$ cat config.mk
export PLATFORM = sky130hd
export DESIGN_NAME = id_ex_decode_stage_flat
export DESIGN_NICKNAME = d
export VERILOG_FILES = /design/src/rtl/cpu_pkg.sv /design/src/rtl/id_ex_decode_stage_if.sv /design/src/rtl/id_imm_gen.sv /design/src/rtl/id_ex_decode_stage.sv /design/src/flat_wrapper.sv
export SDC_FILE = /design/constraint.sdc
export NUM_CORES = 1
export LEC_CHECK = 0
export CAP_MARGIN = 20
export CELL_PAD_IN_SITES_DETAIL_PLACEMENT = 1
export CELL_PAD_IN_SITES_GLOBAL_PLACEMENT = 2
export CORE_AREA = 10 10 145 160
export CTS_CLUSTER_SIZE = 24
export DETAILED_ROUTE_END_ITERATION = 16
export DIE_AREA = 0 0 155 170
export PLACE_DENSITY = 0.81
export SYNTH_ARGS = -nofsm -noshare
export SYNTH_HDL_FRONTEND = slang
export SYNTH_HIERARCHICAL = 1
export SYNTH_SLANG_ARGS = --single-unit
$ cat constraint.sdc
create_clock -name clk -period 4.8 [get_ports clk]
set_clock_uncertainty 0.15 [all_clocks]
set_input_delay 1.44 -clock clk [delete_from_list [all_inputs] [get_ports clk]]
set_output_delay 1.44 -clock clk [all_outputs]
set_load 0.01 [all_outputs]
$ cat src/rtl/cpu_pkg.sv
// Shared RV32I definitions for the decode stage: ALU op codes, opcode and
// funct constants, the decoded-control struct and the instruction decoder.
// Optional feature macro: DECODE_ILLEGAL_EN (adds the illegal flag to the
// ID/EX register struct).
package cpu_pkg;

  // ALU operation codes; bit 4 is reserved and always 0
  localparam logic [4:0] ALU_ADD = 5'd0;
  localparam logic [4:0] ALU_SUB = 5'd1;
  localparam logic [4:0] ALU_AND = 5'd2;
  localparam logic [4:0] ALU_OR  = 5'd3;
  localparam logic [4:0] ALU_XOR = 5'd4;
  localparam logic [4:0] ALU_SLL = 5'd5;
  localparam logic [4:0] ALU_SRL = 5'd6;
  localparam logic [4:0] ALU_SRA = 5'd7;
  localparam logic [4:0] ALU_BEQ = 5'd8;
  localparam logic [4:0] ALU_BNE = 5'd9;
  localparam logic [4:0] ALU_BLT = 5'd10;
  localparam logic [4:0] ALU_BGE = 5'd11;
  localparam logic [4:0] ALU_LUI = 5'd12;

  // Major opcodes
  localparam logic [6:0] OP_R      = 7'b0110011;
  localparam logic [6:0] OP_I      = 7'b0010011;
  localparam logic [6:0] OP_LOAD   = 7'b0000011;
  localparam logic [6:0] OP_STORE  = 7'b0100011;
  localparam logic [6:0] OP_BRANCH = 7'b1100011;
  localparam logic [6:0] OP_JAL    = 7'b1101111;
  localparam logic [6:0] OP_JALR   = 7'b1100111;
  localparam logic [6:0] OP_LUI    = 7'b0110111;

  // funct3 values
  localparam logic [2:0] F3_ADD_SUB = 3'b000;
  localparam logic [2:0] F3_SLL     = 3'b001;
  localparam logic [2:0] F3_XOR     = 3'b100;
  localparam logic [2:0] F3_SRL_SRA = 3'b101;
  localparam logic [2:0] F3_OR      = 3'b110;
  localparam logic [2:0] F3_AND     = 3'b111;
  localparam logic [2:0] F3_LW      = 3'b010;
  localparam logic [2:0] F3_SW      = 3'b010;
  localparam logic [2:0] F3_BEQ     = 3'b000;
  localparam logic [2:0] F3_BNE     = 3'b001;
  localparam logic [2:0] F3_BLT     = 3'b100;
  localparam logic [2:0] F3_BGE     = 3'b101;
  localparam logic [2:0] F3_JALR    = 3'b000;

  // funct7 values
  localparam logic [6:0] F7_BASE = 7'h00;
  localparam logic [6:0] F7_ALT  = 7'h20;

  // Control fields derived from one instruction word
  typedef struct packed {
    logic [4:0] alu_op;
    logic       src_a_pc;
    logic       src_b_imm;
    logic       reg_we;
    logic       mem_re;
    logic       mem_we;
    logic       is_branch;
    logic       is_jal;
    logic       is_jalr;
    logic       legal;
    logic       rs1_used;
    logic       rs2_used;
  } decode_t;

  // Contents of the ID/EX register (the PC lives beside it, width is a parameter)
  typedef struct packed {
    logic        valid;
    logic [4:0]  alu_op;
    logic        src_a_pc;
    logic        src_b_imm;
    logic [31:0] imm;
    logic [4:0]  rs1;
    logic [4:0]  rs2;
    logic [4:0]  rd;
    logic        reg_we;
    logic        mem_re;
    logic        mem_we;
    logic        is_branch;
    logic        is_jal;
    logic        is_jalr;
`ifdef DECODE_ILLEGAL_EN
    logic        illegal;
`endif
  } ex_reg_t;

  // Decode one instruction; unsupported encodings collapse to an all-zero
  // record, i.e. op add with every enable and flag cleared.
  function automatic decode_t decode(input logic [31:0] instr);
    decode_t    d;
    logic [6:0] opc;
    logic [2:0] f3;
    logic [6:0] f7;
    opc = instr[6:0];
    f3  = instr[14:12];
    f7  = instr[31:25];
    d   = '0;
    case (opc)
      OP_R: begin
        d.legal    = 1'b1;
        d.reg_we   = 1'b1;
        d.rs1_used = 1'b1;
        d.rs2_used = 1'b1;
        if (f7 == F7_BASE) begin
          case (f3)
            F3_ADD_SUB: d.alu_op = ALU_ADD;
            F3_SLL:     d.alu_op = ALU_SLL;
            F3_XOR:     d.alu_op = ALU_XOR;
            F3_SRL_SRA: d.alu_op = ALU_SRL;
            F3_OR:      d.alu_op = ALU_OR;
            F3_AND:     d.alu_op = ALU_AND;
            default:    d.legal  = 1'b0;
          endcase
        end else if (f7 == F7_ALT) begin
          case (f3)
            F3_ADD_SUB: d.alu_op = ALU_SUB;
            F3_SRL_SRA: d.alu_op = ALU_SRA;
            default:    d.legal  = 1'b0;
          endcase
        end else begin
          d.legal = 1'b0;
        end
      end
      OP_I: begin
        d.legal     = 1'b1;
        d.reg_we    = 1'b1;
        d.src_b_imm = 1'b1;
        d.rs1_used  = 1'b1;
        case (f3)
          F3_ADD_SUB: d.alu_op = ALU_ADD;
          F3_XOR:     d.alu_op = ALU_XOR;
          F3_OR:      d.alu_op = ALU_OR;
          F3_AND:     d.alu_op = ALU_AND;
          F3_SLL: begin
            d.alu_op = ALU_SLL;
            d.legal  = (f7 == F7_BASE);
          end
          F3_SRL_SRA: begin
            if (f7 == F7_BASE)     d.alu_op = ALU_SRL;
            else if (f7 == F7_ALT) d.alu_op = ALU_SRA;
            else                   d.legal  = 1'b0;
          end
          default: d.legal = 1'b0;
        endcase
      end
      OP_LOAD: begin
        d.legal     = (f3 == F3_LW);
        d.src_b_imm = 1'b1;
        d.mem_re    = 1'b1;
        d.reg_we    = 1'b1;
        d.rs1_used  = 1'b1;
      end
      OP_STORE: begin
        d.legal     = (f3 == F3_SW);
        d.src_b_imm = 1'b1;
        d.mem_we    = 1'b1;
        d.rs1_used  = 1'b1;
        d.rs2_used  = 1'b1;
      end
      OP_BRANCH: begin
        d.legal     = 1'b1;
        d.is_branch = 1'b1;
        d.rs1_used  = 1'b1;
        d.rs2_used  = 1'b1;
        case (f3)
          F3_BEQ:  d.alu_op = ALU_BEQ;
          F3_BNE:  d.alu_op = ALU_BNE;
          F3_BLT:  d.alu_op = ALU_BLT;
          F3_BGE:  d.alu_op = ALU_BGE;
          default: d.legal  = 1'b0;
        endcase
      end
      OP_JAL: begin
        d.legal     = 1'b1;
        d.src_a_pc  = 1'b1;
        d.src_b_imm = 1'b1;
        d.reg_we    = 1'b1;
        d.is_jal    = 1'b1;
      end
      OP_JALR: begin
        d.legal     = (f3 == F3_JALR);
        d.src_b_imm = 1'b1;
        d.reg_we    = 1'b1;
        d.is_jalr   = 1'b1;
        d.rs1_used  = 1'b1;
      end
      OP_LUI: begin
        d.legal     = 1'b1;
        d.alu_op    = ALU_LUI;
        d.src_b_imm = 1'b1;
        d.reg_we    = 1'b1;
      end
      default: d.legal = 1'b0;
    endcase
    if (!d.legal) d = '0;
    return d;
  endfunction

endpackage

$ cat src/rtl/id_ex_decode_stage_if.sv
// ID/EX output bundle carried from the decode stage to EX.
// master = decode stage (drives), slave = EX stage (consumes).
// Optional feature macro: DECODE_ILLEGAL_EN (adds ex_illegal).
// Handshake: there is no ready; ex_valid qualifies every other field in the
// same cycle, and back-pressure travels separately on stall.
interface id_ex_decode_stage_if #(
  parameter int PC_W = 32
);
  logic            ex_valid;
  logic [4:0]      ex_alu_op;
  logic            ex_src_a_pc;
  logic            ex_src_b_imm;
  logic [31:0]     ex_imm;
  logic [4:0]      ex_rs1;
  logic [4:0]      ex_rs2;
  logic [4:0]      ex_rd;
  logic            ex_reg_we;
  logic            ex_mem_re;
  logic            ex_mem_we;
  logic            ex_is_branch;
  logic            ex_is_jal;
  logic            ex_is_jalr;
  logic [PC_W-1:0] ex_pc;
`ifdef DECODE_ILLEGAL_EN
  logic            ex_illegal;
`endif

  modport master (
    output ex_valid, ex_alu_op, ex_src_a_pc, ex_src_b_imm, ex_imm,
           ex_rs1, ex_rs2, ex_rd, ex_reg_we, ex_mem_re, ex_mem_we,
           ex_is_branch, ex_is_jal, ex_is_jalr, ex_pc
`ifdef DECODE_ILLEGAL_EN
    , ex_illegal
`endif
  );

  modport slave (
    input ex_valid, ex_alu_op, ex_src_a_pc, ex_src_b_imm, ex_imm,
          ex_rs1, ex_rs2, ex_rd, ex_reg_we, ex_mem_re, ex_mem_we,
          ex_is_branch, ex_is_jal, ex_is_jalr, ex_pc
`ifdef DECODE_ILLEGAL_EN
    , ex_illegal
`endif
  );
endinterface

$ cat src/rtl/id_imm_gen.sv
// Combinational immediate generator: picks the I/S/B/J format or the raw
// U field from the opcode. Shift-immediates yield the zero-extended shamt so
// the funct7 bits of srai do not leak into the operand.
module id_imm_gen
  import cpu_pkg::*;
(
  input  logic [31:0] instr,
  output logic [31:0] imm
);

  logic [6:0] opc;
  logic [2:0] f3;

  assign opc = instr[6:0];
  assign f3  = instr[14:12];

  // Format select; lui keeps instr[31:12] unshifted, the ALU shifts it
  always_comb begin
    imm = '0;
    case (opc)
      OP_I: begin
        if (f3 == F3_SLL || f3 == F3_SRL_SRA) imm = {27'b0, instr[24:20]};
        else                                  imm = {{20{instr[31]}}, instr[31:20]};
      end
      OP_LOAD, OP_JALR: imm = {{20{instr[31]}}, instr[31:20]};
      OP_STORE:         imm = {{20{instr[31]}}, instr[31:25], instr[11:7]};
      OP_BRANCH:        imm = {{19{instr[31]}}, instr[31], instr[7],
                               instr[30:25], instr[11:8], 1'b0};
      OP_JAL:           imm = {{11{instr[31]}}, instr[31], instr[19:12],
                               instr[20], instr[30:21], 1'b0};
      OP_LUI:           imm = {12'b0, instr[31:12]};
      default:          imm = '0;
    endcase
  end

endmodule

$ cat src/rtl/id_ex_decode_stage.sv
// RV32I decode stage plus ID/EX pipeline register, with load-use hazard
// detection against the instruction currently held in EX.
// Optional feature macro: DECODE_ILLEGAL_EN (registers ex_illegal for
// unsupported encodings; without it they silently become NOPs).
// Register update priority: rst > flush > stall > hazard_stall > capture.
module id_ex_decode_stage
  import cpu_pkg::*;
#(
  parameter int          PC_W      = 32,
  parameter logic [31:0] NOP_INSTR = 32'h00000013
)(
  input  logic                   clk,
  input  logic                   rst,
  input  logic                   if_valid,
  input  logic [31:0]            if_instr,
  input  logic [PC_W-1:0]        if_pc,
  input  logic                   stall,
  input  logic                   flush,
  output logic                   hazard_stall,
  id_ex_decode_stage_if.master   ex
);

  localparam decode_t NOP_DEC = decode(NOP_INSTR);

  decode_t         dec;
  logic [31:0]     if_imm;
  logic [31:0]     nop_imm;
  logic [4:0]      if_rs1;
  logic [4:0]      if_rs2;
  logic [4:0]      if_rd;
  logic            gate;
  ex_reg_t         cap_d;
  ex_reg_t         bub_d;
  ex_reg_t         ex_q;
  logic [PC_W-1:0] pc_q;

  assign if_rs1 = if_instr[19:15];
  assign if_rs2 = if_instr[24:20];
  assign if_rd  = if_instr[11:7];

  id_imm_gen u_imm_if (
    .instr (if_instr),
    .imm   (if_imm)
  );

  id_imm_gen u_imm_nop (
    .instr (NOP_INSTR),
    .imm   (nop_imm)
  );

  // Decode the IF/ID instruction and build the capture and bubble records
  always_comb begin
    dec  = decode(if_instr);
    gate = if_valid & dec.legal;

    cap_d           = '0;
    cap_d.valid     = if_valid;
    cap_d.alu_op    = dec.alu_op;
    cap_d.src_a_pc  = dec.src_a_pc;
    cap_d.src_b_imm = dec.src_b_imm;
    cap_d.imm       = if_imm;
    cap_d.rs1       = if_rs1;
    cap_d.rs2       = if_rs2;
    cap_d.rd        = if_rd;
    cap_d.reg_we    = gate & dec.reg_we & (if_rd != 5'd0);
    cap_d.mem_re    = gate & dec.mem_re;
    cap_d.mem_we    = gate & dec.mem_we;
    cap_d.is_branch = gate & dec.is_branch;
    cap_d.is_jal    = gate & dec.is_jal;
    cap_d.is_jalr   = gate & dec.is_jalr;
`ifdef DECODE_ILLEGAL_EN
    cap_d.illegal   = if_valid & ~dec.legal;
`endif

    bub_d           = '0;
    bub_d.alu_op    = NOP_DEC.alu_op;
    bub_d.src_a_pc  = NOP_DEC.src_a_pc;
    bub_d.src_b_imm = NOP_DEC.src_b_imm;
    bub_d.imm       = nop_imm;
    bub_d.rs1       = NOP_INSTR[19:15];
    bub_d.rs2       = NOP_INSTR[24:20];
    bub_d.rd        = NOP_INSTR[11:7];
  end

  // Load-use: consumer in ID reads the register a load in EX will write
  assign hazard_stall = ex_q.valid & ex_q.mem_re & (ex_q.rd != 5'd0) & if_valid &
                        ((dec.legal & dec.rs1_used & (if_rs1 == ex_q.rd)) |
                         (dec.legal & dec.rs2_used & (if_rs2 == ex_q.rd))) &
                        ~stall & ~flush;

  // ID/EX register; a bubble clears the PC along with the enables
  always_ff @(posedge clk) begin
    if (rst) begin
      ex_q <= '0;
      pc_q <= '0;
    end else if (flush) begin
      ex_q <= bub_d;
      pc_q <= '0;
    end else if (!stall) begin
      if (hazard_stall) begin
        ex_q <= bub_d;
        pc_q <= '0;
      end else begin
        ex_q <= cap_d;
        pc_q <= if_pc;
      end
    end
  end

  assign ex.ex_valid     = ex_q.valid;
  assign ex.ex_alu_op    = ex_q.alu_op;
  assign ex.ex_src_a_pc  = ex_q.src_a_pc;
  assign ex.ex_src_b_imm = ex_q.src_b_imm;
  assign ex.ex_imm       = ex_q.imm;
  assign ex.ex_rs1       = ex_q.rs1;
  assign ex.ex_rs2       = ex_q.rs2;
  assign ex.ex_rd        = ex_q.rd;
  assign ex.ex_reg_we    = ex_q.reg_we;
  assign ex.ex_mem_re    = ex_q.mem_re;
  assign ex.ex_mem_we    = ex_q.mem_we;
  assign ex.ex_is_branch = ex_q.is_branch;
  assign ex.ex_is_jal    = ex_q.is_jal;
  assign ex.ex_is_jalr   = ex_q.is_jalr;
  assign ex.ex_pc        = pc_q;
`ifdef DECODE_ILLEGAL_EN
  assign ex.ex_illegal   = ex_q.illegal;
`endif

endmodule

$ cat src/flat_wrapper.sv
// flat-port wrapper written by rule: the top's interface ports become plain ports
module id_ex_decode_stage_flat import cpu_pkg::*;
#(
  parameter int          PC_W      = 32,
  parameter logic [31:0] NOP_INSTR = 32'h00000013
)
  (clk, rst, if_valid, if_instr, if_pc, stall, flush, hazard_stall, ex_ex_valid, ex_ex_alu_op, ex_ex_src_a_pc, ex_ex_src_b_imm, ex_ex_imm, ex_ex_rs1, ex_ex_rs2, ex_ex_rd, ex_ex_reg_we, ex_ex_mem_re, ex_ex_mem_we, ex_ex_is_branch, ex_ex_is_jal, ex_ex_is_jalr, ex_ex_pc);
  id_ex_decode_stage_if #(.PC_W(PC_W)) ex_i ();
  input  logic clk;
  input  logic rst;
  input  logic if_valid;
  input  logic [31:0] if_instr;
  input  logic [PC_W-1:0] if_pc;
  input  logic stall;
  input  logic flush;
  output logic hazard_stall;
  output wire logic [$bits(ex_i.ex_valid)-1:0] ex_ex_valid;
  output wire logic [$bits(ex_i.ex_alu_op)-1:0] ex_ex_alu_op;
  output wire logic [$bits(ex_i.ex_src_a_pc)-1:0] ex_ex_src_a_pc;
  output wire logic [$bits(ex_i.ex_src_b_imm)-1:0] ex_ex_src_b_imm;
  output wire logic [$bits(ex_i.ex_imm)-1:0] ex_ex_imm;
  output wire logic [$bits(ex_i.ex_rs1)-1:0] ex_ex_rs1;
  output wire logic [$bits(ex_i.ex_rs2)-1:0] ex_ex_rs2;
  output wire logic [$bits(ex_i.ex_rd)-1:0] ex_ex_rd;
  output wire logic [$bits(ex_i.ex_reg_we)-1:0] ex_ex_reg_we;
  output wire logic [$bits(ex_i.ex_mem_re)-1:0] ex_ex_mem_re;
  output wire logic [$bits(ex_i.ex_mem_we)-1:0] ex_ex_mem_we;
  output wire logic [$bits(ex_i.ex_is_branch)-1:0] ex_ex_is_branch;
  output wire logic [$bits(ex_i.ex_is_jal)-1:0] ex_ex_is_jal;
  output wire logic [$bits(ex_i.ex_is_jalr)-1:0] ex_ex_is_jalr;
  output wire logic [$bits(ex_i.ex_pc)-1:0] ex_ex_pc;
  assign ex_ex_valid = ex_i.ex_valid;
  assign ex_ex_alu_op = ex_i.ex_alu_op;
  assign ex_ex_src_a_pc = ex_i.ex_src_a_pc;
  assign ex_ex_src_b_imm = ex_i.ex_src_b_imm;
  assign ex_ex_imm = ex_i.ex_imm;
  assign ex_ex_rs1 = ex_i.ex_rs1;
  assign ex_ex_rs2 = ex_i.ex_rs2;
  assign ex_ex_rd = ex_i.ex_rd;
  assign ex_ex_reg_we = ex_i.ex_reg_we;
  assign ex_ex_mem_re = ex_i.ex_mem_re;
  assign ex_ex_mem_we = ex_i.ex_mem_we;
  assign ex_ex_is_branch = ex_i.ex_is_branch;
  assign ex_ex_is_jal = ex_i.ex_is_jal;
  assign ex_ex_is_jalr = ex_i.ex_is_jalr;
  assign ex_ex_pc = ex_i.ex_pc;
  id_ex_decode_stage #(.PC_W(PC_W), .NOP_INSTR(NOP_INSTR)) u_core (.clk(clk), .rst(rst), .if_valid(if_valid), .if_instr(if_instr), .if_pc(if_pc), .stall(stall), .flush(flush), .hazard_stall(hazard_stall), .ex(ex_i));
endmodule
==> metrics.md, run 1 <==
| Metric | Value |
|---|---|
| Seq pwr share | `44.2%` |
| Maximum vdd ir drop | `between 0.15 and 0.2 mV` |
| Met2 wire len | `between 10000 and 15000 um` |
| Worst-margin pin slew | `0.799 ns` |
| Routed len/inst | `19.9 um` |
| PnR worst setup slack | `approximately 0.055 ns` |
| Area share of the largest cell type after synthesis | `34.8%` |
| Post-Syn Instances | `611` |
| Fmax achieved | `roughly 210 MHz` |
| RD Place Congestion | `0.925` |
| Critical Path End Type | `output port` |
| # DRC | `0` |
| Drt pass-1 iters | `5` |
| Critical path data required time | `approximately 3.2 ns` |
| Crit-path cells | `dlygate4sd2_1 > inv_1 > a21oi_2 > or4b_4 > and4_4 > or2_4 > nor2_4 > buf_6` |
| HP Class | `reg -> reg` |
| Max Cap Viol | `0` |
| Final Critical Period | `4.75 ns` |
| Die area | `~0.026 sq mm` |
| Fillcell total | `roughly 2300` |
| Height of the die | `170 um` |
| Port Buffers | `161` |
| CP top delay family | `simple AND/OR/NAND/NOR gates` |
| Layout area overhead | `50.3%` |
| Vias | `5753` |
| Worst endpoint data arrival time | `3.16 ns` |
| Worst-case clock buffer depth | `2` |
| Final setup viols | `0` |
| Post-route cell area | `0.00796 sq mm` |
| Hpwl dp | `17000 um` |
| Post-synth EDFFs | `0` |
| Pint | `~0.0013 W` |
| Slowest cell on the critical path | `or4b_4` |
| Crit start category | `input pin` |
| Mean post-synth cell area | `8.67 sq um` |
| Initial cell density of the core | `26.8%` |
| Initial antenna violation count | `0` |
| # clock sinks | `92` |
| Antenna Cells | `0` |
| Fin nets | `930` |
| CTS HTree Levels | `3` |
| GRT Total Usage | `16.2%` |
| Met3 WL | `1200 um` |
| Synthesized flop and latch total | `92` |
| Switch share | `28.0%` |
| Tcrit/Tclk final | `98.9%` |
| Ratio of cells with drive above 1 in the final layout | `~13%` |
| PD cells | `226 mW/mm^2` |
| Core Rows | `54` |
| Worst path max stage delay | `0.54 ns` |
| Core area | `approximately 0.02 sq mm` |
| Setup TNS | `0 ns` |
| Post-Place Cell Area | `0.00758 sq mm` |
| Crit path buffers/inverters | `3` |
| Vias in the first global route | `slightly above 6000` |
| Critical Path Fanout Max | `5` |
| Antenna viol nets, final | `0` |
| Clock share of power | `38.9%` |
| Leakage | `around 3.2 nW` |
| Pre-CTS WS | `-0.825 ns` |
| Synth area leaders | `dfxtp_1 35%, a22o_1 15%, a311o_1 5.3%, nand2_1 4.1%, nor3_1 3.3%` |
| Synth unique cells | `55` |
| Clk root buf | `clkbuf_16` |
| Die W | `155 um` |
| Fin. max-slew vios | `0` |
| Status | `complete, no violations` |
| Final Hold Fails | `0` |
| Global-route wire length before repair | `about 34000 um` |
| CTS tree | `built` |
| Sw Pwr | `approximately 0.0005 W` |
| Slew headroom | `46.8%` |
| Comb pwr share | `16.9%` |
| Hold-fix buffers, CTS | `0` |
| Most used flip-flop cell after synthesis | `dfxtp_1` |
| Number of CTS-inserted buffers | `9` |
| Sequential area share after synthesis | `34.8%` |
| Synth warn | `6` |
| Clock transition at path regs | `0.07 ns` |
| Synth area leader | `dfxtp_1` |
| Post-detailed-routing wire length | `22300 um` |
| Grt total ovfl | `0` |
| Post-synthesis async set-or-reset flop share | `0%` |
| Vias per inst | `between 5 and 6` |
| M1 WL | `between 8000 and 9000 um` |
| IO Count | `approximately 160` |
| Synthesized area | `0.00530 sq mm` |
| Worst skew pair latency | `~0.35 ns` |
| Largest net degree at the start of global routing | `39` |
| Max Used Layer | `met4` |
| Type of the worst setup path | `in -> out` |
| Initial DRC Count | `~300` |
==> cell type report <==
class	instances	area (sq um)	area share (%)
timing repair buffer	225	2080	26.1
multi-input combinational	516	3370	42.3
clock buffer	9	225	2.83
clock inverter	7	66.3	0.833
inverter	17	63.8	0.801
tap	252	315	3.96
sequential	92	1840	23.1
==> sequential cells by signal, indices dropped and copies added, names as in the netlist, 4 cells and up <==
register	cells
u_core/ex.ex_imm	32
u_core/ex.ex_pc	32
u_core/ex.ex_rd	5
u_core/ex.ex_alu_op	4
u_core/ex.ex_rs2	5
u_core/ex.ex_rs1	5
==> routing by layer <==
metal  global-route usage [%]  vias up
li1                         -     2731
met1                     18.0     2829
met2                     29.7      168
met3                     4.06       25
met4                     4.48        0
met5                        0        -
==> power groups by stage <==
stage | clock network [W] | registers (W) | logic (W)
after floorplan | 0 | 0.000818 | 0.000121
after global placement | 0 | 0.000811 | 0.000289
after detailed placement | 0 | 0.000812 | 0.000296
after CTS | 0.000720 | 0.000794 | 0.000295
after global routing | 0.000751 | 0.000796 | 0.000330
final | 0.000698 | 0.000794 | 0.000304
==> placed cells by master, fill, tap and decap left out, types with 9 or more instances in the layout <==
cell type	instances
nor2_1	23
clkdlybuf4s50_1	137
and2_1	9
nand2_1	56
a311o_1	28
a221o_1	16
clkbuf_16	9
a21oi_1	18
buf_4	61
nor3_1	33
dlygate4sd2_1	18
conb_1	94
inv_1	17
a22o_1	89
o21ai_0	21
dfxtp_1	92
nand3_1	9
==> worst paths after layout <==
path / from / cells after the start / to / slack (ns)
setup / recovery: if_instr[13] / 8 / hazard_stall / 0.05
hold / removal: u_core/ex.ex_pc[14]$_SDFFE_PP0N_ / 1 / u_core/ex.ex_pc[14]$_SDFFE_PP0N_ / 0.32
setup reg to reg: u_core/ex.ex_rd[1]$_SDFFE_PP0N_ / 9 / u_core/ex.ex_rd[1]$_SDFFE_PP0N_ / 2.07
hold reg to reg: u_core/ex.ex_pc[14]$_SDFFE_PP0N_ / 1 / u_core/ex.ex_pc[14]$_SDFFE_PP0N_ / 0.32
==> Yosys cell counts, types with 6 or more instances <==
| library cell | n |
|---|---|
| buf_4 | 23 |
| inv_1 | 17 |
| a22o_1 | 89 |
| a222oi_1 | 8 |
| a21oi_1 | 19 |
| o311a_1 | 6 |
| nor2_1 | 26 |
| nand3_1 | 11 |
| a221o_1 | 16 |
| and2_1 | 10 |
| a311o_1 | 28 |
| o21ai_0 | 23 |
| clkbuf_1 | 36 |
| nand2_1 | 58 |
| nor3_1 | 35 |
| nor2b_1 | 9 |
| dfxtp_1 | 92 |
| buf_6 | 10 |
==> cells by family after synthesis <==
logic type / after synthesis / synth area share [%]
flip-flops: 92 / 34.8
AO/OA/AOI/OAI: 219 / 34.7
AND/OR/NAND/NOR: 193 / 18.8
buffers and inverters: 95 / 9.90
other: 2 / 0.142
XOR/XNOR: 10 / 1.65
==> timing repair <==
action / in CTS / in global routing
endpoints found under the setup margin: 1 / 1
buffers inserted: 3 / 1
resized for setup: 47 / 12
pin swaps: 15 / 6
==> worst register-to-register path: stages, from the launching register on <==
cell and delay (ns):
dfxtp_1 0.44, xnor2_1 0.16, nand4_1 0.21, a2111oi_4 0.27, buf_4 0.17, o21ai_2 0.06
buf_4 0.26, o21a_1 0.38, buf_12 0.25, a22o_1 0.26
==> stage by stage <==
step,utilization [%],std cells,hold WS [ns],power (W)
global route,40.2,1118,0.347,0.00188
finish,40.2,1118,0.324,0.00180
global placement,38.3,1098,0.303,0.00110
CTS,39.9,1117,0.325,0.00181
floorplan,-,703,0.333,0.000939
detailed placement,38.3,1098,0.300,0.00111
No activity file was read; power rests on OpenSTA's default activity.
==> run 2: changes to the inputs <==
--- a/config.mk
+++ b/config.mk
@@ -6,13 +6,12 @@
 export NUM_CORES = 1
 export LEC_CHECK = 0
 export CAP_MARGIN = 20
-export CELL_PAD_IN_SITES_DETAIL_PLACEMENT = 1
-export CELL_PAD_IN_SITES_GLOBAL_PLACEMENT = 2
-export CORE_AREA = 10 10 145 160
+export CORE_AREA = 2 2 104 116
 export CTS_CLUSTER_SIZE = 24
 export DETAILED_ROUTE_END_ITERATION = 16
-export DIE_AREA = 0 0 155 170
-export PLACE_DENSITY = 0.81
+export DIE_AREA = 0 0 106 118
+export PLACE_DENSITY = 0.82
+export RECOVER_POWER = 25
 export SYNTH_ARGS = -nofsm -noshare
 export SYNTH_HDL_FRONTEND = slang
 export SYNTH_HIERARCHICAL = 1
==> run 2 against run 1 <==
  * Critical path depth rose by 1
  * Critical path type unchanged
  * Non-clock buffer count rose by 5
  * First-iteration DRC count rose by 42%
  * Largest power group unchanged
  * Final area fell by 1.2%
  * Maximum frequency rose by 0.46%
==> metrics.md, run 2 (synthesized netlist as in run 1, its figures left out) <==
| Metric | Value |
|---|---|
| Hold-fix buffers, CTS | `0` |
| Seq pwr share | `between 40% and 50%` |
| Critical Path Fanout Max | `4` |
| RD Place Congestion | `0.912` |
| Switch share | `28.3%` |
| Pre-CTS WS | `-0.754 ns` |
| Final Critical Period | `4.72 ns` |
| Initial DRC Count | `between 400 and 500` |
| Core area | `0.0113 sq mm` |
| Slew headroom | `57.4%` |
| Most common cell after layout, fill and taps aside | `conb_1` |
| Clock share of power | `39.8%` |
| # clock sinks | `92` |
| Ratio of cells with drive above 1 in the final layout | `13.3%` |
| RSZ-0062 raised after global routing | `no` |
| Pint | `between 0.001 and 0.0015 W` |
| Clk root buf | `clkbuf_16` |
| Setup TNS | `0 ns` |
| CTS tree | `built` |
| # DRC | `0` |
| Height of the die | `between 100 and 150 um` |
| IO Count | `163` |
| Final setup viols | `0` |
| Critical Path End Type | `output port` |
| Core Rows | `between 40 and 50` |
| Vias | `between 5000 and 6000` |
| Sw Pwr | `0.000512 W` |
| PD cells | `230 mW/mm^2` |
| Die area | `~0.013 sq mm` |
| Clock transition at path regs | `0.07 ns` |
| Comb pwr share | `16.4%` |
| Fmax achieved | `212 MHz` |
| Worst-case clock buffer depth | `2` |
| Antenna Cells | `0` |
| Tcrit/Tclk final | `a little over nine tenths` |
| Tot Pwr | `0.00181 W` |
| Grt total ovfl | `0` |
| Max Cap Viol | `0` |
| Type of the worst setup path | `in -> out` |
| Most frequent cells in the layout | `94 x conb_1, 93 x clkdlybuf4s50_1, 92 x dfxtp_1, 89 x a22o_1, 65 x buf_4` |
| Drt pass-1 iters | `6` |
| Hpwl dp | `13400 um` |
| Vias in the first global route | `between 5000 and 6000` |
| Final Hold Fails | `0` |
| Fin. max-slew vios | `0` |
| Initial cell density of the core | `46.7%` |
| Fin nets | `935` |
| Maximum vdd ir drop | `0.155 mV` |
| Post-detailed-routing wire length | `18400 um` |
| Vias per inst | `5.74` |
| Worst-margin pin slew | `0.639 ns` |
| Routed len/inst | `18.0 um` |
| PnR worst setup slack | `approximately 0.077 ns` |
| Layout area overhead | `48.6%` |
| Initial antenna violation count | `0` |
| Port Buffers | `~160` |
| Largest net degree at the start of global routing | `55` |
| Crit start category | `input pin` |
| Number of CTS-inserted buffers | `9` |
| Global-route wire length before repair | `between 20000 and 30000 um` |
| Worst skew pair latency | `0.35 ns` |
| Status | `complete, no violations` |
| CTS HTree Levels | `3` |
| Die W | `106 um` |
| Antenna viol nets, final | `0` |
| Leakage | `3.36 nW` |
| HP Class | `reg -> reg` |
| Critical path data required time | `3.21 ns` |
| Worst endpoint data arrival time | `between 3 and 4 ns` |
| GRT Total Usage | `29.0%` |
-- run 2: layer usage --
| metal | part of all wire [%] | routed length [um] | GRT usage [%] |
|---|---|---|---|
| met5 | 0 | 0 | 0 |
| met4 | 3.2 | 582 | 12.0 |
| met3 | 6.5 | 1190 | 5.48 |
| met1 | 41 | 7450 | 35.8 |
| met2 | 50 | 9140 | 49.1 |
-- run 2: worst max-delay path, stage by stage --
cell	delay, ns
dlygate4sd2_1	0.28
buf_4	0.16
nor3_4	0.19
nor2_1	0.08
o311a_1	0.33
and4_1	0.19
or2_4	0.27
nor2_4	0.08
buf_6	0.10
-- run 2: what timing repair did --
item | in CTS | in global routing
pin swaps | 13 | 9
resized for setup | 41 | 16
buffers inserted | 3 | 1
setup endpoints to repair | 1 | 1
-- run 2: final timing paths --
check	from	to	slack [ns]	cells after the start
max	if_instr[14]	hazard_stall	0.08	9
min	u_core/ex.ex_pc[2]$_SDFFE_PP0N_	u_core/ex.ex_pc[2]$_SDFFE_PP0N_	0.32	1
max reg2reg	u_core/ex.ex_rd[3]$_SDFFE_PP0N_	u_core/ex.ex_pc[18]$_SDFFE_PP0N_	2.18	9
min reg2reg	u_core/ex.ex_pc[2]$_SDFFE_PP0N_	u_core/ex.ex_pc[2]$_SDFFE_PP0N_	0.32	1
-- run 2: metrics by stage --
step	area (sq um)	utilization, %	hold slack (ns)	instances
2_1_floorplan	5650	-	0.333	703
3_3_place_gp	7470	65.9	0.297	1000
3_5_place_dp	7470	65.9	0.303	1000
4_1_cts	7800	68.8	0.328	1019
5_1_grt	7870	69.4	0.334	1021
6_report	7870	69.4	0.323	1021
-- run 2: power by group through the flow --
stage               clock [W]  sequential (W)  combinational, W
detailed placement          0        0.000811          0.000287
global route         0.000763        0.000796          0.000321
CTS                  0.000726        0.000794          0.000287
floorplan                   0        0.000818          0.000121
finish               0.000720        0.000794          0.000297
global placement            0        0.000810          0.000284
-- run 2: layout make-up --
type	count	area [sq um]
tap	150	188
clock inverter	7	71.3
sequential	92	1840
fill	904	3470
timing repair buffer	230	2130
inverter	17	63.8
clock buffer	9	225
multi-input combinational	516	3350
